[config.mk]
export PLATFORM = sky130hd
export DESIGN_NAME = gpio_irq
export DESIGN_NICKNAME = d
export VERILOG_FILES = /design/src/rtl/gpio_irq_pkg.sv /design/src/rtl/gpio_irq_sync.sv /design/src/rtl/gpio_irq.sv
export SDC_FILE = /design/constraint.sdc
export NUM_CORES = 1
export LEC_CHECK = 0
export CORE_UTILIZATION = 60
export CTS_BUF_LIST = sky130_fd_sc_hd__clkbuf_8 sky130_fd_sc_hd__clkbuf_16
export DETAILED_ROUTE_END_ITERATION = 7
export DONT_BUFFER_PORTS = 1
export HOLD_SLACK_MARGIN = 0.02
export PLACE_DENSITY_LB_ADDON = 0.05
export SLEW_MARGIN = 20
export SYNTH_ARGS = -nofsm -noshare
export SYNTH_HDL_FRONTEND = slang
export SYNTH_HIERARCHICAL = 1
export SYNTH_SLANG_ARGS = --single-unit
[constraint.sdc]
create_clock -name sys_clk -period 2.7 [get_ports sys_clk]
set_clock_uncertainty 0.2 [all_clocks]
set_input_delay 0.675 -clock sys_clk [delete_from_list [all_inputs] [get_ports sys_clk]]
set_output_delay 0.675 -clock sys_clk [all_outputs]
set_load 0.005 [all_outputs]
[src/rtl/gpio_irq_pkg.sv]
// gpio_irq_pkg: register indices and bank field position for the gpio_irq CSR block
package gpio_irq_pkg;
  localparam logic [3:0] REG_IN      = 4'd0;
  localparam logic [3:0] REG_OUT     = 4'd1;
  localparam logic [3:0] REG_OE      = 4'd2;
  localparam logic [3:0] REG_RISE_EN = 4'd3;
  localparam logic [3:0] REG_FALL_EN = 4'd4;
  localparam logic [3:0] REG_PENDING = 4'd5;
  localparam logic [3:0] REG_MASK    = 4'd6;
  localparam logic [3:0] REG_OUT_SET = 4'd7;
  localparam logic [3:0] REG_OUT_CLR = 4'd8;
  localparam logic [3:0] REG_OUT_TGL = 4'd9;
  localparam int BANK_LSB = 10;
  localparam int BANK_MSB = 13;
endpackage

[src/rtl/gpio_irq_sync.sv]
// gpio_irq_sync: input synchroniser chain plus previous-value flop producing edge pulses
module gpio_irq_sync #(
  parameter int WIDTH       = 32,
  parameter int SYNC_STAGES = 2
) (
  input  logic             clk,
  input  logic             rst,
  input  logic [WIDTH-1:0] din,
  output logic [WIDTH-1:0] sync,
  output logic [WIDTH-1:0] rise,
  output logic [WIDTH-1:0] fall
);
  logic [SYNC_STAGES-1:0][WIDTH-1:0] chain;
  logic [WIDTH-1:0] prev;
  always_ff @(posedge clk) begin
    if (rst) begin
      chain <= '0;
      prev  <= '0;
    end else begin
      chain <= {chain[SYNC_STAGES-2:0], din};
      prev  <= chain[SYNC_STAGES-1];
    end
  end
  assign sync = chain[SYNC_STAGES-1];
  assign rise = sync & ~prev;
  assign fall = ~sync & prev;
endmodule

[src/rtl/gpio_irq.sv]
// gpio_irq: CSR-mapped GPIO with output enables, atomic output ops and edge interrupts
module gpio_irq
  import gpio_irq_pkg::*;
#(
  parameter logic [3:0]       csr_addr    = 4'h0,
  parameter int               WIDTH       = 32,
  parameter int               SYNC_STAGES = 2,
  parameter logic [WIDTH-1:0] OUT_RESET   = '0
) (
  input  logic             sys_clk,
  input  logic             sys_rst,
  input  logic [13:0]      csr_a,
  input  logic             csr_we,
  input  logic [31:0]      csr_di,
  output logic [31:0]      csr_do,
  input  logic [WIDTH-1:0] gpio_in,
  output logic [WIDTH-1:0] gpio_out,
  output logic [WIDTH-1:0] gpio_oe,
  output logic             irq
);
  logic             sel, wr;
  logic [3:0]       idx;
  logic [WIDTH-1:0] wd, sync, rise, fall, rise_en, fall_en, pending, mask;
  logic [WIDTH-1:0] out_next, w1c, rdata;
  logic             unused;
  assign sel    = csr_a[BANK_MSB:BANK_LSB] == csr_addr;
  assign idx    = csr_a[3:0];
  assign wr     = csr_we & sel;
  assign wd     = csr_di[WIDTH-1:0];
  assign unused = ^{csr_a[BANK_LSB-1:4], csr_di >> WIDTH};
  gpio_irq_sync #(.WIDTH(WIDTH), .SYNC_STAGES(SYNC_STAGES)) u_sync (
    .clk (sys_clk),
    .rst (sys_rst),
    .din (gpio_in),
    .sync(sync),
    .rise(rise),
    .fall(fall)
  );
  always_comb begin
    out_next = !wr                ? gpio_out :
               idx == REG_OUT     ? wd :
               idx == REG_OUT_SET ? gpio_out | wd :
               idx == REG_OUT_CLR ? gpio_out & ~wd :
               idx == REG_OUT_TGL ? gpio_out ^ wd : gpio_out;
    w1c = (wr && idx == REG_PENDING) ? wd : '0;
  end
  always_comb begin
    rdata = '0;
    case (idx)
      REG_IN:      rdata = sync;
      REG_OUT:     rdata = gpio_out;
      REG_OE:      rdata = gpio_oe;
      REG_RISE_EN: rdata = rise_en;
      REG_FALL_EN: rdata = fall_en;
      REG_PENDING: rdata = pending;
      REG_MASK:    rdata = mask;
      default:     rdata = '0;
    endcase
  end
  always_ff @(posedge sys_clk) begin
    if (sys_rst) begin
      gpio_out <= OUT_RESET;
      gpio_oe  <= '0;
      rise_en  <= '0;
      fall_en  <= '0;
      pending  <= '0;
      mask     <= '0;
      irq      <= 1'b0;
      csr_do   <= '0;
    end else begin
      gpio_out <= out_next;
      if (wr && idx == REG_OE) gpio_oe <= wd;
      if (wr && idx == REG_RISE_EN) rise_en <= wd;
      if (wr && idx == REG_FALL_EN) fall_en <= wd;
      if (wr && idx == REG_MASK) mask <= wd;
      pending <= (pending & ~w1c) | (rise & rise_en) | (fall & fall_en);
      irq     <= |(pending & mask);
      csr_do  <= sel ? 32'(rdata) : 32'h0;
    end
  end
endmodule

Yosys cells after proc, flatten, opt, wreduce, memory -nomap -nowiden
Index checks and enable logic that the tools add are counted.
{"block": "totals", "latch_bits": 0, "n_memories": 0, "input_bits": 81, "ff_bits": 321, "mem_bits_rw": 0, "wordCells": 54, "rom_bits": 0}
{"block": "classes", "magnitude_cmp": 0, "n_eq_ne": 9, "n_reduce_logical": 11, "shifts": 0, "n_addsub": 0, "n_mul": 0, "div": 0, "muxes": 6, "bitwise_logic": 17}
{"cell": "$and 32x32->32", "n": 7}
{"cell": "$pmux 32 s7", "n": 1}
{"cell": "$mux 32", "n": 5}
{"cell": "$not 32->32", "n": 4}
{"cell": "$or 32x32->32", "n": 3}
{"cell": "$reduce_or 32->1", "n": 1}
{"cell": "$xor 32x32->32", "n": 1}
{"cell": "$eq 4x3->1 const B", "n": 4}
{"cell": "$eq 4x2->1 const B", "n": 2}
{"cell": "$eq 4x4->1 const B", "n": 2}
{"cell": "$logic_not 4->1", "n": 2}
{"cell": "$logic_and 1x1->1", "n": 5}
{"cell": "$eq 4x1->1 const B", "n": 1}
{"cell": "$reduce_bool 4->1", "n": 1}
{"cell": "$reduce_and 2->1", "n": 1}
{"cell": "$reduce_or 2->1", "n": 1}
{"cell": "$and 1x1->1", "n": 1}
{"cell": "$not 1->1", "n": 1}

Longest topological paths before layout
{"block": "depth", "depth_word": 8, "ltp_mapped": 8, "depth_no_buf": 6}

Cells and area by module
The synthesis kept the hierarchy.
{"mod": "gpio_irq", "instances": 1, "area_each_um2": 10781.6, "cells_per_inst": 1349}
{"mod": "gpio_irq_sync", "instances": 1, "area_each_um2": 3240.6, "cells_per_inst": 298}

Worst setup path after synthesis
Ideal clock, no wire load.
{"block": "synth_timing", "path_type": "input to register", "from": "input port csr_a[3]", "to": "register gpio_out[20]", "t_arrival_ns": 1.866, "n_path_buf": 3, "required_time_ns": 2.368, "setup_ns": 0.132, "path_slack_ns": 0.502, "path_stages": 6, "cell_sequence": "buf_4 or4b_1 clkbuf_1 buf_2 o2111ai_1 a21oi_1"}
{"block": "synth_via", "elab_chain_len": 4, "word_cells_on_any_way": 9}
{"item": "start: declaration", "line": "gpio_irq.sv:12", "rtl": "input logic [13:0] csr_a,"}
{"item": "$eq 4x4->1", "line": "gpio_irq.sv:43", "rtl": "idx == REG_OUT_CLR ? gpio_out & ~wd :"}
{"item": "$mux 32", "line": "gpio_irq.sv:43"}
{"item": "$mux 32", "line": "gpio_irq.sv:42", "rtl": "idx == REG_OUT_SET ? gpio_out | wd :"}
{"item": "$mux 32", "line": "gpio_irq.sv:41", "rtl": "idx == REG_OUT ? wd :"}
{"item": "end signal: assignment", "line": "gpio_irq.sv:71", "rtl": "gpio_out <= out_next;"}
{"item": "end: declaration", "line": "gpio_irq.sv:17", "rtl": "output logic [WIDTH-1:0] gpio_out,"}
Parallel ways exist; a longest one is shown, timed or not.
A chain may end at the register's enable or synchronous reset.

Worst setup path after layout
{"block": "layout_timing", "from": "input port csr_a[11]", "to": "register gpio_out[15]"}
{"block": "layout_via", "elab_chain_len": 3}
{"item": "$logic_not 4->1", "line": "gpio_irq.sv:26", "rtl": "assign sel = csr_a[BANK_MSB:BANK_LSB] == csr_addr;"}
{"item": "$and 1x1->1", "line": "gpio_irq.sv:28", "rtl": "assign wr = csr_we & sel;"}
{"item": "$reduce_and 2->1 (no source line)"}
Every way passes these cells.

==> flow_metrics.py <==
metrics = {
    "final_layout": {
        "n_fill_cell": 1826,
        "drive_gt1_frac": 0.0730,
        "layout.nets": 1725,
        "diodes": 0,
        "regArea_mm2": 0.00643,
        "multi_input_area_mm2": 0.00651,
        "area_delta_synth_final_pct": 8.71,
    },
    "place": {
        "dp_hpwl_um": 25800,
        "place.gp.congestion": 0.882,
        "portBuffers": 0,
    },
    "global_route": {
        "grt_pass1_vias": 11000,
        "overflow": 0,
        "grt_pass1_wl_um": 64200,
        "grt_max_degree": 291,
        "track_usage": 0.347,
        "antenna_found_initial": 1,
    },
    "clock_network": {
        "cts_setup_buffers": 0,
        "clk_pin_slew_ns": 0.06,
        "post_cts_resized": 0,
        "tritoncts": "done",
        "clock_latency_ns": 0.52,
        "cts_hold_buf": 0,
        "cts.sinks": 321,
        "clock-root-buffer": "clkbuf_16",
        "numCtsBuffers": 34,
        "clockBufferDepth": 3,
        "h-tree-depth": 2,
    },
    "timing": {
        "finalSetupViolations": 0,
        "setup_tns_ns": 0,
        "finalHoldViolations": 0,
        "worst_pin_slew_ns": 0.549,
        "finalMaxSlewViolations": 0,
        "fin_crit_sh": 0.750,
        "fmax_mhz": 494,
        "whs_ns": 0.0417,
        "relSlewSlack": 0.634,
        "rsz0062_at_grt": "false",
        "min_period_ns": 2.02,
    },
    "setup_path": {
        "crit_path_top_delay_cell": "nor4_2",
        "cp_common_cell": "and2_1",
        "crit_path_cell_trace": "nor4_2 -> and2_1 -> and2_1 -> buf_12 -> o2111ai_1 -> a21oi_1",
        "start_kind": "input pin",
        "worstPathRequired_ns": 2.92,
        "max_stage_delay_ns": 0.38,
        "path_class": "input pin to flip-flop",
        "critPathArrivalTime_ns": 2.25,
        "path_buf_inv": 1,
        "critPathTopFamily": "simple AND/OR/NAND/NOR gates",
        "cp_max_fo": 17,
        "critPathCaptureType": "flip-flop",
    },
    "logic_synthesis": {
        "yosys.area.top_type_share": 0.458,
        "synth_seq_cells": 321,
        "ys_top_cells_by_area": "dfxtp_1, nand2_1, nor2b_1",
        "synthArstFlopShare": 0,
        "yosysSeqAreaShare": 0.458,
        "synth_edf_count": 0,
        "synth_area_leader_cell": "dfxtp_1",
        "synth_cell_types": 33,
        "yosysMostFrequentCell": "nand2_1",
        "synth.avg_cell_area_um2": 8.51,
        "syn_nets": 1792,
        "synth_ff_type": "dfxtp_1",
        "yosysWarnings": 6,
        "syn_inst": 1647,
        "synth_common_cells": "nand2_1, dfxtp_1, a21oi_1, nor2b_1, a22oi_1",
        "synth_area_mm2": 0.0140,
    },
    "floorplanning": {
        "core_area_mm2": 0.0228,
        "io_pins": 178,
        "fp.dieH_um": 155,
        "rows": 55,
        "initial_core_util": 0.616,
        "die_w_um": 155,
        "fp.dieArea_mm2": 0.0240,
    },
    "route": {
        "drcViolationCount": 0,
        "drt_iter0_markers": 1566,
        "viasPerCell": 6.27,
        "drt_first_pass_iters": 8,
        "wirelength_um": 41700,
        "vias": 12000,
        "wire_per_inst_um": 21.7,
        "final_antenna_net_count": 0,
    },
    "pwr": {
        "fin_total_pwr_w": 0.0102,
        "max-vdd-ir-drop_uv": 481,
        "p_leak_nw": 5.41,
        "powerDensity_mw_per_mm2": 666,
    },
    "run": {
        "drv_cap": 0,
    },
    "status": {
        "status": "complete, no violations",
    },
    "hold_path": {
        "hold_class": "input pin to flip-flop",
    },
}
[registers in the layout (all words and copies together) (netlist names)]
signal,count
u_sync/prev,32
irq,1
mask,32
fall_en,32
rise_en,32
u_sync/sync,32
gpio_oe,32
pending,32
gpio_out,32
u_sync/chain,32
csr_do,32
[worst reg2reg max path: stages, from the launching register on]
cell and delay, ns:
dfxtp_1 0.36, a22oi_1 0.35, nand4_1 0.13, nor4_1 0.30, nor2_1 0.13
[cell type report]
cell class,count,area share
Timing Repair Buffer,47,0.0297
Inverter,64,0.0158
Tap cell,313,0.0257
Clock inverter,13,0.0129
Clock buffer,46,0.0674
Multi-Input combinational cell,1112,0.427
Sequential cell,321,0.422
[kinds of logic (layout without fill, tap and decap cells)]
logic type	count (synthesis)	count (layout)	synth area share
flip-flops	321	321	0.458
XOR/XNOR	1	1	0.000625
buffers and inverters	214	170	0.0805
adder cells (fa/ha/maj)	64	64	0.0571
AND/OR/NAND/NOR	678	678	0.223
AO/OA/AOI/OAI	369	369	0.181
[cells in the final DEF, fill, tap and decap left out]
| cell | instances |
|---|---|
| xnor2_1 | 1 |
| clkinv_2 | 6 |
| nand3_1 | 34 |
| buf_12 | 8 |
| nand2_1 | 422 |
| and3_1 | 1 |
| nor4_1 | 1 |
| nor2_1 | 35 |
| a31oi_1 | 32 |
| nor4_4 | 1 |
| nor4b_4 | 2 |
| nand4_1 | 4 |
| nand2b_1 | 1 |
| o32ai_1 | 1 |
| inv_6 | 1 |
| nand3b_1 | 1 |
| and2_1 | 6 |
| nor4_2 | 1 |
| clkbuf_16 | 35 |
| dfxtp_1 | 321 |
| nor2b_1 | 160 |
| nor2_2 | 2 |
| o2111ai_1 | 32 |
| inv_1 | 64 |
| nand2b_4 | 1 |
| and4bb_1 | 1 |
| clkbuf_8 | 11 |
| a222oi_1 | 64 |
| or4b_4 | 1 |
| clkinvlp_4 | 1 |
| a21oi_1 | 160 |
| a22oi_1 | 80 |
| buf_4 | 39 |
| bufinv_16 | 5 |
| or4b_1 | 1 |
| nor3_4 | 3 |
| ha_1 | 64 |
[path summary, 6_finish.rpt]
kind / startpoint / end / slack (ns) / cells after the start
max reg2reg: pending[21] / irq / 1.08 / 4
min reg2reg: u_sync/chain[25] / u_sync/sync[25] / 0.23 / 1
max: csr_a[11] / gpio_out[15] / 0.68 / 6
min: sys_rst / fall_en[13] / 0.04 / 1
[metal layers]
metal,vias to the layer above,global-route usage,part of all wire
li1,5496,-,-
met1,5752,0.473,0.41
met2,685,0.539,0.45
met3,86,0.0786,0.11
met4,0,0.123,0.028
met5,-,0,0
[per-stage QoR]
step	area, um2	worst slack, ns	std cells	util
detailed placement	14000	0.191	1857	0.615
global placement	14000	0.212	1857	0.615
floorplan	14000	0.502	1647	-
global route	15200	0.547	1916	0.669
finish	15200	0.675	1916	0.669
CTS	15200	0.694	1916	0.669
[power breakdown]
part	leakage (nW)	internal [W]	switching, W
clock network	0.609	0.00314	0.00190
logic	2.20	0.000118	0.000168
registers	2.60	0.00480	0.0000373
Power figures use the tool's default switching activity.
